$ cat src/rtl/gate_truth_sequencer_if.sv
// Stimulus/result bundle between the truth-table sequencer and the gate under test.
// The master side is the sequencer; the slave side is the gate/bench environment.
interface gate_truth_sequencer_if #(
    parameter int N_IN = 2
);
    logic              IN_start;
    logic              IN_dut_x;
    logic [N_IN-1:0]   OUT_vec;
    logic              OUT_expect;
    logic              OUT_busy;
    logic              OUT_done;
    logic              OUT_pass;
    logic [N_IN:0]     OUT_err_cnt;
    logic              OUT_fail_vld;
    logic [N_IN-1:0]   OUT_fail_vec;

    modport master (
        input  IN_start, IN_dut_x,
        output OUT_vec, OUT_expect, OUT_busy, OUT_done, OUT_pass,
               OUT_err_cnt, OUT_fail_vld, OUT_fail_vec
    );

    modport slave (
        output IN_start, IN_dut_x,
        input  OUT_vec, OUT_expect, OUT_busy, OUT_done, OUT_pass,
               OUT_err_cnt, OUT_fail_vld, OUT_fail_vec
    );
endinterface

$ cat src/rtl/gate_truth_sequencer.sv
// Walks every input combination of a combinational gate in ascending order, holds each
// vector for SETTLE_CYCLES, samples the gate once and tallies mismatches against FUNC.
module gate_truth_sequencer #(
    parameter int N_IN          = 2,
    parameter int SETTLE_CYCLES = 2,
    parameter int FUNC          = 0
) (
    input  logic                   IN_clk,
    input  logic                   IN_rst,
    gate_truth_sequencer_if.master bus
);

    localparam int              CW       = (SETTLE_CYCLES > 1) ? $clog2(SETTLE_CYCLES) : 1;
    localparam logic [CW-1:0]   CNT_LOAD = CW'(SETTLE_CYCLES - 1);
    localparam logic [N_IN-1:0] VEC_LAST = '1;
    localparam logic [N_IN:0]   ERR_MAX  = {1'b1, {N_IN{1'b0}}};

    if (SETTLE_CYCLES < 1) begin : g_bad_settle
        $error("gate_truth_sequencer: SETTLE_CYCLES must be at least 1");
    end
    if (N_IN < 1 || N_IN > 6) begin : g_bad_n_in
        $error("gate_truth_sequencer: N_IN must be in 1..6");
    end

    typedef enum logic [1:0] {
        S_IDLE,
        S_SETTLE,
        S_CHECK,
        S_DONE
    } state_t;

    state_t          state_q;
    logic [N_IN-1:0] vec_q;
    logic [CW-1:0]   cnt_q;
    logic            busy_q;
    logic            done_q;
    logic            pass_q;
    logic [N_IN:0]   err_cnt_q;
    logic [N_IN:0]   err_cnt_d;
    logic            fail_vld_q;
    logic [N_IN-1:0] fail_vec_q;
    logic            expect_w;
    logic            mismatch_w;

    function automatic logic expect_of(input logic [N_IN-1:0] v);
        case (FUNC)
            0:       return &v;
            1:       return |v;
            2:       return ^v;
            default: return ~&v;
        endcase
    endfunction

    assign expect_w   = expect_of(vec_q);
    assign mismatch_w = (bus.IN_dut_x != expect_w);
    assign err_cnt_d  = (mismatch_w && (err_cnt_q != ERR_MAX)) ? err_cnt_q + 1'b1 : err_cnt_q;

    always_ff @(posedge IN_clk) begin
        if (IN_rst) begin
            state_q    <= S_IDLE;
            vec_q      <= '0;
            cnt_q      <= '0;
            busy_q     <= 1'b0;
            done_q     <= 1'b0;
            pass_q     <= 1'b0;
            err_cnt_q  <= '0;
            fail_vld_q <= 1'b0;
            fail_vec_q <= '0;
        end else begin
            case (state_q)
                S_IDLE, S_DONE: begin
                    if (bus.IN_start) begin
                        state_q    <= S_SETTLE;
                        vec_q      <= '0;
                        cnt_q      <= CNT_LOAD;
                        busy_q     <= 1'b1;
                        done_q     <= 1'b0;
                        pass_q     <= 1'b0;
                        err_cnt_q  <= '0;
                        fail_vld_q <= 1'b0;
                        fail_vec_q <= '0;
                    end
                end
                S_SETTLE: begin
                    if (cnt_q == '0) begin
                        state_q <= S_CHECK;
                    end else begin
                        cnt_q <= cnt_q - 1'b1;
                    end
                end
                S_CHECK: begin
                    err_cnt_q <= err_cnt_d;
                    // Only the first failing vector is kept for diagnosis.
                    if (mismatch_w && !fail_vld_q) begin
                        fail_vld_q <= 1'b1;
                        fail_vec_q <= vec_q;
                    end
                    if (vec_q == VEC_LAST) begin
                        state_q <= S_DONE;
                        busy_q  <= 1'b0;
                        done_q  <= 1'b1;
                        pass_q  <= (err_cnt_d == '0);
                    end else begin
                        state_q <= S_SETTLE;
                        vec_q   <= vec_q + 1'b1;
                        cnt_q   <= CNT_LOAD;
                    end
                end
                default: state_q <= S_IDLE;
            endcase
        end
    end

    assign bus.OUT_vec      = vec_q;
    assign bus.OUT_expect   = expect_w;
    assign bus.OUT_busy     = busy_q;
    assign bus.OUT_done     = done_q;
    assign bus.OUT_pass     = pass_q;
    assign bus.OUT_err_cnt  = err_cnt_q;
    assign bus.OUT_fail_vld = fail_vld_q;
    assign bus.OUT_fail_vec = fail_vec_q;

endmodule

$ cat src/flat_wrapper.sv
// flat-port wrapper written by rule: the top's interface ports become plain ports
module gate_truth_sequencer_flat 
#(
    parameter int N_IN          = 2,
    parameter int SETTLE_CYCLES = 2,
    parameter int FUNC          = 0
)
  (IN_clk, IN_rst, bus_IN_start, bus_IN_dut_x, bus_OUT_vec, bus_OUT_expect, bus_OUT_busy, bus_OUT_done, bus_OUT_pass, bus_OUT_err_cnt, bus_OUT_fail_vld, bus_OUT_fail_vec);
  gate_truth_sequencer_if #(.N_IN(N_IN)) bus_i ();
  input  logic IN_clk;
  input  logic IN_rst;
  input wire logic [$bits(bus_i.IN_start)-1:0] bus_IN_start;
  input wire logic [$bits(bus_i.IN_dut_x)-1:0] bus_IN_dut_x;
  output wire logic [$bits(bus_i.OUT_vec)-1:0] bus_OUT_vec;
  output wire logic [$bits(bus_i.OUT_expect)-1:0] bus_OUT_expect;
  output wire logic [$bits(bus_i.OUT_busy)-1:0] bus_OUT_busy;
  output wire logic [$bits(bus_i.OUT_done)-1:0] bus_OUT_done;
  output wire logic [$bits(bus_i.OUT_pass)-1:0] bus_OUT_pass;
  output wire logic [$bits(bus_i.OUT_err_cnt)-1:0] bus_OUT_err_cnt;
  output wire logic [$bits(bus_i.OUT_fail_vld)-1:0] bus_OUT_fail_vld;
  output wire logic [$bits(bus_i.OUT_fail_vec)-1:0] bus_OUT_fail_vec;
  assign bus_i.IN_start = bus_IN_start;
  assign bus_i.IN_dut_x = bus_IN_dut_x;
  assign bus_OUT_vec = bus_i.OUT_vec;
  assign bus_OUT_expect = bus_i.OUT_expect;
  assign bus_OUT_busy = bus_i.OUT_busy;
  assign bus_OUT_done = bus_i.OUT_done;
  assign bus_OUT_pass = bus_i.OUT_pass;
  assign bus_OUT_err_cnt = bus_i.OUT_err_cnt;
  assign bus_OUT_fail_vld = bus_i.OUT_fail_vld;
  assign bus_OUT_fail_vec = bus_i.OUT_fail_vec;
  gate_truth_sequencer #(.N_IN(N_IN), .SETTLE_CYCLES(SETTLE_CYCLES), .FUNC(FUNC)) u_core (.IN_clk(IN_clk), .IN_rst(IN_rst), .bus(bus_i));
endmodule
$ cat config.mk
export PLATFORM = sky130hd
export DESIGN_NAME = gate_truth_sequencer_flat
export DESIGN_NICKNAME = d
export VERILOG_FILES = /design/src/rtl/gate_truth_sequencer_if.sv /design/src/rtl/gate_truth_sequencer.sv /design/src/flat_wrapper.sv
export SDC_FILE = /design/constraint.sdc
export NUM_CORES = 1
export LEC_CHECK = 0
export ABC_AREA = 0
export CELL_PAD_IN_SITES_DETAIL_PLACEMENT = 1
export CELL_PAD_IN_SITES_GLOBAL_PLACEMENT = 2
export CORE_MARGIN = 2
export CORE_UTILIZATION = 28
export DETAILED_ROUTE_END_ITERATION = 16
export GPL_ROUTABILITY_DRIVEN = 0
export PLACE_DENSITY_LB_ADDON = 0.12
export SYNTH_ARGS = -nofsm -noshare
export SYNTH_HDL_FRONTEND = slang
export SYNTH_SLANG_ARGS = --single-unit
export TNS_END_PERCENT = 30
$ cat constraint.sdc
create_clock -name IN_clk -period 1.88 [get_ports IN_clk]
set_input_delay 0.282 -clock IN_clk [delete_from_list [all_inputs] [get_ports IN_clk]]
set_output_delay 0.282 -clock IN_clk [all_outputs]
set_load 0.05 [all_outputs]
# Word level (Yosys, flattened, before mapping)

Index checks and enable logic that the tools add are counted.

Bits in registers: 14

Add/sub/neg operators: 3
Eq/ne operators: 11
Multiplexer cells: 25
Reductions and logical operators: 14

Operators with widths:

| kind                  | number |
|---|---|
| $mux W2               | 6 |
| $reduce_and A3 Y1     | 3 |
| $mux W1               | 8 |
| $pmux W1 S2           | 4 |
| $pmux W2 S2           | 2 |
| $reduce_and A2 Y1     | 4 |
| $eq A2 B2 Y1 const B  | 3 |
| $mux W3               | 2 |
| $ne A2 B2 Y1 const B  | 3 |
| $pmux W2 S3           | 1 |
| $pmux W3 S2           | 1 |
| $ne A2 B1 Y1 const B  | 2 |
| $add A3 B1 Y3 const B | 1 |
| $logic_not A3 Y1      | 1 |
| $ne A3 B3 Y1 const B  | 1 |
| $pmux W1 S3           | 1 |
| $add A2 B1 Y2 const B | 1 |
| $eq A2 B1 Y1 const B  | 1 |
| $logic_and A1 B1 Y1   | 2 |
| $logic_not A2 Y1      | 1 |
| $reduce_bool A2 Y1    | 1 |
| $reduce_or A2 Y1      | 1 |
| $logic_not A1 Y1      | 1 |
| $ne A1 B1 Y1          | 1 |
| $sub A1 B1 Y1 const B | 1 |

# Depth between registers and ports, before layout

Depth in word-level cells: 7
Mapped depth: 7
Mapped depth without buffers: 6

# Least setup slack after synthesis

No wires, ideal clock.

Path type: flip-flop to flip-flop
Start point: register u_core.vec_q[0], in the netlist u_core.bus.OUT_vec[0]
End point: register u_core.err_cnt_q[2], in the netlist u_core.bus.OUT_err_cnt[2]
Setup time: 0.067 ns
Data arrival time: 2.245 ns
Slack: -0.432 ns
Stages on the path, launching flop included: 7
Buffers on the path: 1
Clock period less this slack: 2.312 ns
Cells stage by stage: dfxtp_1 -> ha_1 -> buf_6 -> xor2_4 -> and4b_1 -> or3_1 -> a21oi_2

Cells in the longest elaborated chain, start to end: 5

RTL lines:

| element                | line                        | source |
|---|---|---|
| from (decl)            | gate_truth_sequencer.sv:33  | `logic [N_IN-1:0] vec_q;` |
| from (signal assigned) | gate_truth_sequencer.sv:105 | `vec_q <= vec_q + 1'b1;` |
| $reduce_and A2 Y1      | -                           |  |
| via bus_OUT_expect     | flat_wrapper.sv:15          | `output wire logic [$bits(bus_i.OUT_expect)-1:0] bus_OUT_expect;` |
| $ne A1 B1 Y1           | gate_truth_sequencer.sv:55  | `assign mismatch_w = (bus.IN_dut_x != expect_w);` |
| $logic_and A1 B1 Y1    | gate_truth_sequencer.sv:56  | `assign err_cnt_d = (mismatch_w && (err_cnt_q != ERR_MAX)) ? err_cnt_q + 1'b1 : err_cnt_q;` |
| $mux W3                | gate_truth_sequencer.sv:56  |  |
| $pmux W3 S2            | gate_truth_sequencer.sv:70  | `case (state_q)` |
| to (signal assigned)   | gate_truth_sequencer.sv:92  | `err_cnt_q <= err_cnt_d;` |
| to (decl)              | gate_truth_sequencer.sv:38  | `logic [N_IN:0] err_cnt_q;` |

The timed path passes the listed nets, and every way through them passes these cells.
A chain may end at the register's enable or synchronous reset.

# Final worst setup path

Start point: register u_core.err_cnt_q[2], in the netlist u_core.bus.OUT_err_cnt[2]
End point: output port bus_OUT_err_cnt[2]

RTL lines:

| element   | line               | source |
|---|---|---|
| to (decl) | flat_wrapper.sv:19 | `output wire logic [$bits(bus_i.OUT_err_cnt)-1:0] bus_OUT_err_cnt;` |

No word-level cell between the ends.

==> out/metrics.cfg <==
[logic_synthesis]
synth_seq_area_share_pct=34.5
async_flop_share_pct=0
synthCells=100
synth_area_per_cell_sq_um=8.12
ys.flop_type=dfxtp_1
synth_area_leader_cell=dfxtp_1
syn_nets=109
yosysWarningCount=0
synth.top_cells.by_area=dfxtp_1 35%, a21oi_1 9.9%, ha_1 7.7%
synthDominantCellAreaShare_pct=34.5
synth_cell_types=32
syn-cell-area_sq_um=812
yosysMostFrequentCell=a21oi_1
synth-edff-count=0
yosys-top-cells-count=16 x a21oi_1, 14 x dfxtp_1, 10 x nand2_1
ys_seq_elements=14

[drt]
wl_met3_um=61
wl_met1_um=1070
postRouteAntennaNets=0
first_pass_iters=4
drc=0
vias_per_cell=5.29
totalWireLength_um=2260
post_drt_wl_per_cell_um=15.1
vias=794
wl_met2_um=1110
highest_layer=met4
drt_iter0_markers=16

[min_path]
holdPathEnd=u_core.bus.OUT_pass$_SDFFE_PP0P_
hp-class=reg2reg
holdPathStages=2
worstHoldStart=u_core.bus.OUT_pass$_SDFFE_PP0P_

[timing]
slew_violations=0
fin_worst_skew_ns=0.00518
hold_violations=0
slew_headroom_pct=66.0
worst_pin_slew_ns=0.506
holdWs_ns=0.485
period_minus_slack_ns=1.80
setup_violations=0
fin_tns_setup_ns=0
timing.final.crit_share_pct=95.7
max_freq_ghz=0.556
rsz0062_at_grt=false

[power_and_ir_drop]
pwr-share-clk_pct=26.1
vdd_drop_max_uv=285
comb_power_share_pct=25.4
p_per_area_nw_per_um2=622
swShare_pct=31.4
p_leak_nw=0.388
seqPwrFrac_pct=48.5
p_sw_w=0.000206
p_int_w=0.000451

[critical_path]
critPathKind=reg2out
worstPathCellList=clkdlybuf4s50_1
worstPathRequired_ns=1.60
cp.depth=1
critPathTopFamily=buffers and inverters
crit_slowest_cell=clkdlybuf4s50_1
ff2ff_path_depth=6
cp-end-kind=output port
arrival_ns=1.52
r2r-end=u_core.bus.OUT_fail_vec[0]$_SDFFE_PP0P_
crit_fanout=6
max_stage_delay_ns=0.83
r2r-start=u_core.state_q[0]$_SDFFE_PP0P_
startpoint_type=flip-flop
regToRegSetupSlack_ns=0.26
path_buf_inv=1

[die]
rows=19
die_height_um=57.9
die_w_um=57.9
core_sq_um=2760
dieArea_sq_um=3350
io_pins=16
initial_core_util_pct=29.4

[layout]
multi_input_area_sq_um=503
drive_gt1_share_pct=16.0
area_growth_pct=30.2
fill_cells=347
regArea_sq_um=283
fin_nets=130
n_antenna_cell=0

[global_routing]
grt_max_degree=14
grt.overflow.total=0
grt_pass1_vias=837
grt.total_usage_pct=15.5
antenna_found_initial=0
grt_pass1_wl_um=3910

[cts]
root_buffer=clkbuf_4
post_cts_buffers=0
clockBufferDepth=2
cts_tree=done
cts.clk_slew.worst_paths_ns=0.08
clock_latency_ns=0.28
cts.sinks=14
cts_htree_levels=1
cts-buffers-inserted=3

[run]
drv_cap=0

[placement]
place_hpwl_um=1680
port_buffers=15

[status]
status=finished, final reports clean

==> worst register-to-register path: stages, from the launching register on <==
cell,delay (ns)
dfxtp_1,0.36
inv_1,0.06
ha_1,0.37
nand2b_1,0.17
nand2_1,0.11
nor4_1,0.30
a22o_1,0.20
==> routing by layer <==
layer / vias up / track usage, %
met5: - / 0
met4: 0 / 6.98
met3: 2 / 2.01
met2: 12 / 25.8
met1: 385 / 20.0
li1: 395 / -
==> sequential cells by signal (all words and copies together) (netlist names) <==
| signal | count |
|---|---|
| u_core.bus.OUT_busy | 1 |
| u_core.bus.OUT_pass | 1 |
| u_core.bus.OUT_done | 1 |
| u_core.bus.OUT_err_cnt | 3 |
| u_core.bus.OUT_vec | 2 |
| u_core.bus.OUT_fail_vld | 1 |
| u_core.cnt_q | 1 |
| u_core.bus.OUT_fail_vec | 2 |
| u_core.state_q | 2 |
==> worst max-delay path by stage <==
stage | start | slack (ns) | endpoint
3_5_place_dp | bus_IN_dut_x | 0.08 | u_core.bus.OUT_err_cnt[2]$_SDFFE_PP0P_
3_3_place_gp | bus_IN_dut_x | 0.07 | u_core.bus.OUT_err_cnt[2]$_SDFFE_PP0P_
5_1_grt | u_core.bus.OUT_err_cnt[2]$_SDFFE_PP0P_ | 0.01 | bus_OUT_err_cnt[2]
6_report | u_core.bus.OUT_err_cnt[2]$_SDFFE_PP0P_ | 0.08 | bus_OUT_err_cnt[2]
4_1_cts | u_core.bus.OUT_err_cnt[0]$_SDFFE_PP0P_ | 0.03 | bus_OUT_err_cnt[0]
2_1_floorplan | u_core.bus.OUT_vec[0]$_SDFFE_PP0P_ | 0.06 | u_core.bus.OUT_err_cnt[2]$_SDFFE_PP0P_
==> power by group through the flow <==
stage                     Sequential [W]  Combinational (W)  Clock (W)
after floorplan                 0.000337          0.0000920          0
after global placement          0.000325           0.000167          0
after detailed placement        0.000326           0.000169          0
after CTS                       0.000320           0.000169   0.000184
after global routing            0.000321           0.000185   0.000204
final                           0.000319           0.000167   0.000171
==> area by class of cell <==
type | count | area share [%]
Clock buffer | 3 | 2.13
Inverter | 4 | 1.42
Multi-Input combinational cell | 77 | 47.6
Sequential cell | 14 | 26.7
Tap cell | 31 | 3.67
Timing Repair Buffer | 21 | 18.5
==> logic make-up after synthesis <==
| family | after synthesis | synth area share, % |
|---|---|---|
| XOR/XNOR | 2 | 4.47 |
| AO/OA/AOI/OAI | 34 | 24.2 |
| buffers and inverters | 9 | 5.08 |
| multiplexers | 1 | 1.39 |
| flip-flops | 14 | 34.5 |
| AND/OR/NAND/NOR | 35 | 22.7 |
| adder cells (fa/ha/maj) | 5 | 7.70 |
==> repair_timing <==
action                     4_1_cts  5_1_grt
hold buffers                     0        0
setup endpoints to repair        0        1
resized for setup                0        1
==> cell usage in the layout, fill, tap and decap left out, drive strengths merged, types with 2 or more instances in the layout <==
| master | netlist | routed |
|---|---|---|
| nand2b | 3 | 3 |
| inv | 4 | 4 |
| clkdlybuf4s50 | 0 | 13 |
| nor2 | 7 | 7 |
| clkbuf | 4 | 3 |
| a21oi | 17 | 17 |
| ha | 5 | 5 |
| dfxtp | 14 | 14 |
| buf | 1 | 7 |
| nand2 | 10 | 10 |
| o21ai | 9 | 9 |
| and2 | 2 | 2 |
| a22o | 2 | 2 |
| nor2b | 2 | 2 |
| nor4 | 3 | 3 |
| nor3 | 4 | 4 |
==> metrics by stage <==
| step | utilization (%) | std cells | power (W) | area (sq um) | setup slack (ns) |
|---|---|---|---|---|---|
| 4_1_cts | 38.2 | 150 | 0.000672 | 1050 | 0.0333 |
| 5_1_grt | 38.3 | 150 | 0.000710 | 1060 | 0.0117 |
| 6_report | 38.3 | 150 | 0.000658 | 1060 | 0.0803 |
| 2_1_floorplan | - | 100 | 0.000429 | 827 | 0.0633 |
| 3_3_place_gp | 37.4 | 147 | 0.000492 | 1030 | 0.0713 |
| 3_5_place_dp | 37.4 | 147 | 0.000495 | 1030 | 0.0835 |
No activity file was read; power rests on OpenSTA's default activity.
